<file path="src/rtl/traffic_pkg.sv">
// Shared lamp encodings, phase indices and scheduler state type.
package traffic_pkg;

    localparam int unsigned NUM_PH = 5;

    localparam logic [4:0] GREEN    = 5'b10011;
    localparam logic [4:0] YELLOW   = 5'b01000;
    localparam logic [4:0] RED      = 5'b00100;
    localparam logic [3:0] PED_GO   = 4'b0000;
    localparam logic [3:0] PED_STOP = 4'b1111;

    localparam logic [2:0] PH_P1   = 3'd0;
    localparam logic [2:0] PH_P2   = 3'd1;
    localparam logic [2:0] PH_P3   = 3'd2;
    localparam logic [2:0] PH_P4   = 3'd3;
    localparam logic [2:0] PH_PL   = 3'd4;
    localparam logic [2:0] PH_NONE = 3'd7;

    typedef enum logic [1:0] {
        ST_ALLRED = 2'd0,
        ST_GREEN  = 2'd1,
        ST_YELLOW = 2'd2,
        ST_WALK   = 2'd3
    } state_t;

endpackage

</file>
<file path="src/rtl/rr_arbiter5.sv">
// Five-way round-robin priority encoder; pointer register lives in the parent.
module rr_arbiter5
    import traffic_pkg::*;
(
    input  logic [NUM_PH-1:0] pending,
    input  logic [2:0]        ptr,
    output logic [2:0]        grant,
    output logic              valid
);

    logic [3:0] idx;

    // Scan downward in distance so the pending index nearest to ptr wins last.
    always_comb begin
        grant = PH_NONE;
        valid = 1'b0;
        idx   = '0;
        for (int k = int'(NUM_PH) - 1; k >= 0; k--) begin
            idx = {1'b0, ptr} + 4'(k);
            if (idx >= 4'(NUM_PH)) begin
                idx = idx - 4'(NUM_PH);
            end
            if (pending[idx[2:0]]) begin
                grant = idx[2:0];
                valid = 1'b1;
            end
        end
    end

endmodule

</file>
<file path="src/rtl/intersection_phase_scheduler.sv">
// Demand-driven round-robin phase scheduler for four roads plus a pedestrian crossing.
module intersection_phase_scheduler
    import traffic_pkg::*;
#(
    parameter int unsigned TIMER_W     = 8,
    parameter int unsigned CLEAR_TICKS = 2,
    parameter bit          RECALL      = 1'b0
) (
    input  logic               clk,
    input  logic               reset,
    input  logic               tick,
    input  logic [3:0]         veh_req,
    input  logic               ped_req,
    input  logic [TIMER_W-1:0] green_time,
    input  logic [TIMER_W-1:0] yellow_time,
    input  logic [TIMER_W-1:0] walk_time,
    output logic [4:0]         p1,
    output logic [4:0]         p2,
    output logic [4:0]         p3,
    output logic [4:0]         p4,
    output logic [3:0]         pl,
    output logic [2:0]         active_phase,
    output logic [4:0]         pending
);

    state_t             state;
    logic [TIMER_W-1:0] timer;
    logic [2:0]         ptr;

    logic [2:0] arb_grant;
    logic       arb_valid;
    logic       expire;
    logic       grant_edge;
    logic [4:0] req_raw;
    logic [4:0] serve_mask;
    logic [4:0] grant_mask;
    logic [4:0] pending_nxt;

    rr_arbiter5 u_arb (
        .pending (pending),
        .ptr     (ptr),
        .grant   (arb_grant),
        .valid   (arb_valid)
    );

    // A zero duration still occupies one tick.
    function automatic logic [TIMER_W-1:0] load_dur(input logic [TIMER_W-1:0] d);
        return (d == '0) ? TIMER_W'(1) : d;
    endfunction

    // Road lamp vector {p4,p3,p2,p1} with one road showing code, rest RED.
    function automatic logic [19:0] road_lamps(input logic [2:0] ph, input logic [4:0] code);
        logic [19:0] v;
        v = {4{RED}};
        case (ph)
            PH_P1:   v[4:0]   = code;
            PH_P2:   v[9:5]   = code;
            PH_P3:   v[14:10] = code;
            PH_P4:   v[19:15] = code;
            default: v = {4{RED}};
        endcase
        return v;
    endfunction

    // Interval expiry, grant qualification and request latch next value.
    always_comb begin
        expire     = tick && (timer == TIMER_W'(1));
        grant_edge = (state == ST_ALLRED) && arb_valid &&
                     ((timer == '0) || expire);
        req_raw    = RECALL ? 5'b11111 : {ped_req, veh_req};
        serve_mask = '0;
        if ((state == ST_GREEN) || (state == ST_WALK)) begin
            serve_mask = 5'(1) << active_phase;
        end
        grant_mask  = grant_edge ? (5'(1) << arb_grant) : 5'b00000;
        pending_nxt = (pending | (req_raw & ~serve_mask)) & ~grant_mask;
    end

    // Phase FSM with interval timer and registered lamp outputs.
    always_ff @(posedge clk or negedge reset) begin
        if (!reset) begin
            state        <= ST_ALLRED;
            timer        <= TIMER_W'(CLEAR_TICKS);
            ptr          <= '0;
            pending      <= '0;
            {p4, p3, p2, p1} <= {4{RED}};
            pl           <= PED_STOP;
            active_phase <= PH_NONE;
        end else begin
            pending <= pending_nxt;
            case (state)
                ST_ALLRED: begin
                    if (grant_edge) begin
                        active_phase <= arb_grant;
                        ptr          <= (arb_grant == PH_PL) ? 3'd0 : arb_grant + 3'd1;
                        if (arb_grant == PH_PL) begin
                            state <= ST_WALK;
                            timer <= load_dur(walk_time);
                            pl    <= PED_GO;
                        end else begin
                            state <= ST_GREEN;
                            timer <= load_dur(green_time);
                            {p4, p3, p2, p1} <= road_lamps(arb_grant, GREEN);
                        end
                    end else if (tick && (timer != '0)) begin
                        timer <= timer - TIMER_W'(1);
                    end
                end
                ST_GREEN: begin
                    if (expire) begin
                        state <= ST_YELLOW;
                        timer <= load_dur(yellow_time);
                        {p4, p3, p2, p1} <= road_lamps(active_phase, YELLOW);
                    end else if (tick) begin
                        timer <= timer - TIMER_W'(1);
                    end
                end
                ST_YELLOW: begin
                    if (expire) begin
                        state        <= ST_ALLRED;
                        timer        <= TIMER_W'(CLEAR_TICKS);
                        active_phase <= PH_NONE;
                        {p4, p3, p2, p1} <= {4{RED}};
                    end else if (tick) begin
                        timer <= timer - TIMER_W'(1);
                    end
                end
                ST_WALK: begin
                    if (expire) begin
                        state        <= ST_ALLRED;
                        timer        <= TIMER_W'(CLEAR_TICKS);
                        active_phase <= PH_NONE;
                        pl           <= PED_STOP;
                    end else if (tick) begin
                        timer <= timer - TIMER_W'(1);
                    end
                end
                default: begin
                    state <= ST_ALLRED;
                    timer <= TIMER_W'(CLEAR_TICKS);
                end
            endcase
        end
    end

endmodule

</file>
<file path="config.mk">
export PLATFORM = sky130hd
export DESIGN_NAME = intersection_phase_scheduler
export DESIGN_NICKNAME = d
export VERILOG_FILES = /design/src/rtl/traffic_pkg.sv /design/src/rtl/rr_arbiter5.sv /design/src/rtl/intersection_phase_scheduler.sv
export SDC_FILE = /design/constraint.sdc
export NUM_CORES = 1
export LEC_CHECK = 0
export ABC_AREA = 1
export CELL_PAD_IN_SITES_DETAIL_PLACEMENT = 0
export CELL_PAD_IN_SITES_GLOBAL_PLACEMENT = 2
export CORE_MARGIN = 1.5
export CORE_UTILIZATION = 26
export CTS_BUF_LIST = sky130_fd_sc_hd__clkbuf_4 sky130_fd_sc_hd__clkbuf_8
export CTS_CLUSTER_DIAMETER = 40
export DETAILED_ROUTE_END_ITERATION = 6
export PLACE_DENSITY = 0.8
export SETUP_SLACK_MARGIN = 0.1
export SYNTH_ARGS = -nofsm -noshare
export SYNTH_HDL_FRONTEND = slang
export SYNTH_SLANG_ARGS = --single-unit
</file>
<file path="constraint.sdc">
create_clock -name clk -period 3.3 [get_ports clk]
set_clock_uncertainty 0.1 [all_clocks]
set_input_delay 0.495 -clock clk [delete_from_list [all_inputs] [get_ports clk]]
set_output_delay 0.495 -clock clk [all_outputs]
set_load 0.1 [all_outputs]
</file>
==> metrics.md <==
| Metric | Value |
|---|---|
| Post-synthesis register bit count | `34` |
| Dominant cell type by area after synthesis | `sky130_fd_sc_hd__dfrtp_1` |
| Iteration-0 DRC count of the detailed router | `146` |
| Mean post-synth cell area | `6.42 µm²` |
| Capturing instance or port of the critical path | `p4[3]` |
| Depth of the most critical reg-to-reg path | `23` |
| Data required time at the worst endpoint | `3.40 ns` |
| Launch instance of the worst register-to-register path | `ptr[0]` |
| Cts-stage hold buffer count | `0` |
| TritonCTS clock tree | `built` |
| Post-Place Worst Slack | `-0.192 ns` |
| Synthesized netlist net count | `586` |
| Shortest period the worst path allows | `3.33 ns` |
| Summed instance area of the synthesized netlist | `3420 µm²` |
| Number of enable-type register cells in the synthesized netlist | `0` |
| CP Launch Point | `ptr[0]` |
| Number of buffers on the longest clock path | `2` |
| Final wirelength | `11500 µm` |
| Share of the yosys chip area belonging to registers | `0.252` |
| Core utilization of the finished layout | `0.421` |
| Most numerous cell types in the synthesized netlist | `sky130_fd_sc_hd__nand2_1, sky130_fd_sc_hd__inv_1, sky130_fd_sc_hd__nor2_1, sky130_fd_sc_hd__nand3_1, sky130_fd_sc_hd__o21ai_0` |
| Critical path arrival | `3.43 ns` |
| Die Outline Area | `13800 µm²` |
| Setup slack after layout | `-0.0312 ns` |
| Number of buffers created by CTS | `5` |
| Synth area leaders | `sky130_fd_sc_hd__dfrtp_1, sky130_fd_sc_hd__nand2_1, sky130_fd_sc_hd__inv_1, sky130_fd_sc_hd__ha_1, sky130_fd_sc_hd__dfstp_2` |
| Max Clock Freq | `0.300 GHz` |
| Share of the clock period used by the worst path | `1.01` |
| Fill cell instance count of the final layout | `1331` |
| Synth unique cells | `42` |
| Final hold viol count | `0` |
| Count of antenna-violating nets left after detailed routing | `0` |
| Share of final-layout standard cells stronger than drive strength 1 | `0.363` |
| Violated checks | `negative setup slack` |
| Most frequently used flop master after synthesis | `sky130_fd_sc_hd__dfrtp_1` |
| Initial standard-cell utilization of the core | `0.269` |
| Clock-pin slew reported for the worst setup and hold paths after clock tree synthesis | `0.08 ns` |
| Pre-Repair DR Iteration Count | `5` |
| Total number of vias | `3791` |
| Port bufs | `63` |
| Core Area | `12700 µm²` |
| Clock tree root buffer cell | `sky130_fd_sc_hd__clkbuf_8` |
| Final Max Slew Viols | `0` |
| Critical register-to-register path endpoint | `p4[3]` |
| Category of the worst setup path capture point | `flip-flop` |
| Worst hold path type | `reg2reg` |
| First-pass GRT wire length | `18200 µm` |
| Final layout net count | `708` |
| Max-slew headroom | `0.635` |
| Status | `finished with violations` |
| Insertion delay to the later sink of the worst-skew pair | `0.29 ns` |
| DRC violation count after routing | `0` |
| Leftover overflow at the end of global routing | `0` |
| CP Launch Type | `flip-flop` |
| Count of yosys warnings during synthesis | `0` |
| Maximum level of the CTS H-tree | `2` |
| Number of placement rows | `41` |
| Placer's final routability congestion estimate | `0.843` |
| Chip height | `118 µm` |
| Number of I/O pins | `64` |
| Vias in the first global route | `3692` |
| Share of synthesized flip-flops with an asynchronous set or reset | `1.00` |
| Area overhead of the layout relative to synthesis | `56.5%` |
| Routed vias/inst | `4.58` |
| Min Hold Slack | `0.380 ns` |
| Routed length per instance | `13.9 µm` |
| Worst-path maximum fanout | `6` |
| Detailed placer's ending HPWL | `8720 µm` |
| Cell with the most instances after synthesis | `sky130_fd_sc_hd__nand2_1` |
| Number of antenna violations at the first check in global routing | `0` |
| Worst setup path class | `reg2reg` |
| Die outline width | `118 µm` |
| Synth top area share | `0.183` |
| Setup slack of the worst register-to-register path | `-0.03 ns` |
| Actual transition at the worst max-transition pin | `0.548 ns` |
| Synthesized instance count | `533` |
| Number of clock sinks | `34` |
| Unrepaired setup endpoints after global routing | `yes` |
| Total of max-cap violations | `0` |
| Total routing resource utilization after global routing | `0.160` |
| Final setup TNS | `-0.147 ns` |
| Antenna diode count | `0` |
| Final setup violating endpoints | `8` |
| Largest net degree at the start of global routing | `35` |
[critical path: stages, from the launching register on]
cell and delay [ns]:
sky130_fd_sc_hd__dfrtp_2 0.43, sky130_fd_sc_hd__inv_4 0.09, sky130_fd_sc_hd__ha_4 0.14, sky130_fd_sc_hd__inv_4 0.03, sky130_fd_sc_hd__fa_2 0.37, sky130_fd_sc_hd__inv_4 0.12, sky130_fd_sc_hd__nand2_8 0.09, sky130_fd_sc_hd__nand2_2 0.08
sky130_fd_sc_hd__o21ai_4 0.06, sky130_fd_sc_hd__buf_4 0.13, sky130_fd_sc_hd__nand3_1 0.08, sky130_fd_sc_hd__nand2_2 0.08, sky130_fd_sc_hd__inv_2 0.08, sky130_fd_sc_hd__o21ai_2 0.05, sky130_fd_sc_hd__o21bai_1 0.14, sky130_fd_sc_hd__nand2_1 0.11
sky130_fd_sc_hd__a21oi_4 0.19, sky130_fd_sc_hd__ha_4 0.16, sky130_fd_sc_hd__nand4_1 0.15, sky130_fd_sc_hd__nand2_2 0.15, sky130_fd_sc_hd__buf_6 0.11, sky130_fd_sc_hd__buf_12 0.11, sky130_fd_sc_hd__clkbuf_16 0.14, sky130_fd_sc_hd__o21ai_2 0.04
[final cells by class]
cell class | instances | area [µm²] | area share
Sequential cell | 34 | 865 | 0.162
Tap cell | 172 | 215 | 0.0402
Multi-Input combinational cell | 401 | 2640 | 0.493
Clock buffer | 5 | 68.8 | 0.0129
Timing Repair Buffer | 135 | 1210 | 0.227
Inverter | 78 | 307 | 0.0573
Clock inverter | 3 | 45.0 | 0.00842
[how the worst min path moves through the flow]
stage,startpoint,slack [ns],cells after the start,endpoint
4_1_cts,p1[2],0.38,2,p1[2]
6_report,p3[2],0.38,2,p3[2]
2_1_floorplan,reset,0.1,0,p1[1]
3_3_place_gp,p2[2],0.36,2,p2[2]
5_1_grt,p3[2],0.40,2,p3[2]
3_5_place_dp,p1[2],0.36,2,p1[2]
[registers in the layout, summed over array words and instances, names as in the netlist]
| name | flops |
|---|---|
| p1 | 3 |
| p2 | 3 |
| active_phase | 3 |
| ptr | 3 |
| state | 2 |
| p3 | 3 |
| pending | 5 |
| p4 | 3 |
| timer | 8 |
| pl | 1 |
[kinds of logic (layout without fill, tap and decap cells)]
group	after synthesis	in the layout	share of synthesized area
xor gates and xnor gates	9	9	0.0252
and+or+nand+nor	280	281	0.352
adders and majority gates	21	21	0.0790
DFF	34	34	0.252
AOI/OAI and AO/OA	90	90	0.162
buffers and inverters	99	221	0.129
[metal layers]
layer / track usage / share of wire / vias to the layer above
met4: 0.0419 / 0.016 / 0
met5: 0 / 0 / -
met3: 0.0203 / 0.039 / 14
met1: 0.214 / 0.46 / 1716
li1: - / - / 1965
met2: 0.273 / 0.48 / 96
[through the flow]
stage	instances	area, µm²
3_3_place_gp	785	4390
5_1_grt	828	5350
4_1_cts	815	4890
6_report	828	5350
2_1_floorplan	533	3470
3_5_place_dp	785	4390
[cell usage in the layout (no fill, tap or decap), types with 7 or more instances in the layout]
cell type / n
sky130_fd_sc_hd__a21oi_1: 17
sky130_fd_sc_hd__buf_4: 91
sky130_fd_sc_hd__buf_6: 7
sky130_fd_sc_hd__clkdlybuf4s50_1: 31
sky130_fd_sc_hd__dfrtp_1: 23
sky130_fd_sc_hd__dfstp_2: 9
sky130_fd_sc_hd__ha_1: 7
sky130_fd_sc_hd__ha_4: 9
sky130_fd_sc_hd__inv_1: 64
sky130_fd_sc_hd__inv_2: 9
sky130_fd_sc_hd__nand2_1: 120
sky130_fd_sc_hd__nand2_2: 23
sky130_fd_sc_hd__nand2_4: 12
sky130_fd_sc_hd__nand3_1: 27
sky130_fd_sc_hd__nand3_2: 14
sky130_fd_sc_hd__nor2_1: 55
sky130_fd_sc_hd__o211ai_1: 7
sky130_fd_sc_hd__o21ai_0: 23
sky130_fd_sc_hd__o21ai_1: 7
sky130_fd_sc_hd__o21ai_2: 12
[timing repair]
action                                  in CTS  in global routing
gates resized for setup                     48                 76
hold endpoints to repair                     0                  0
cloned                                       2                  2
endpoints found under the setup margin      27                 32
pin swaps                                   17                 37
setup buffers                               20                 14
Power is not shown: default switching activity piles up to over one toggle a cycle in this logic, so the estimate is an artifact.
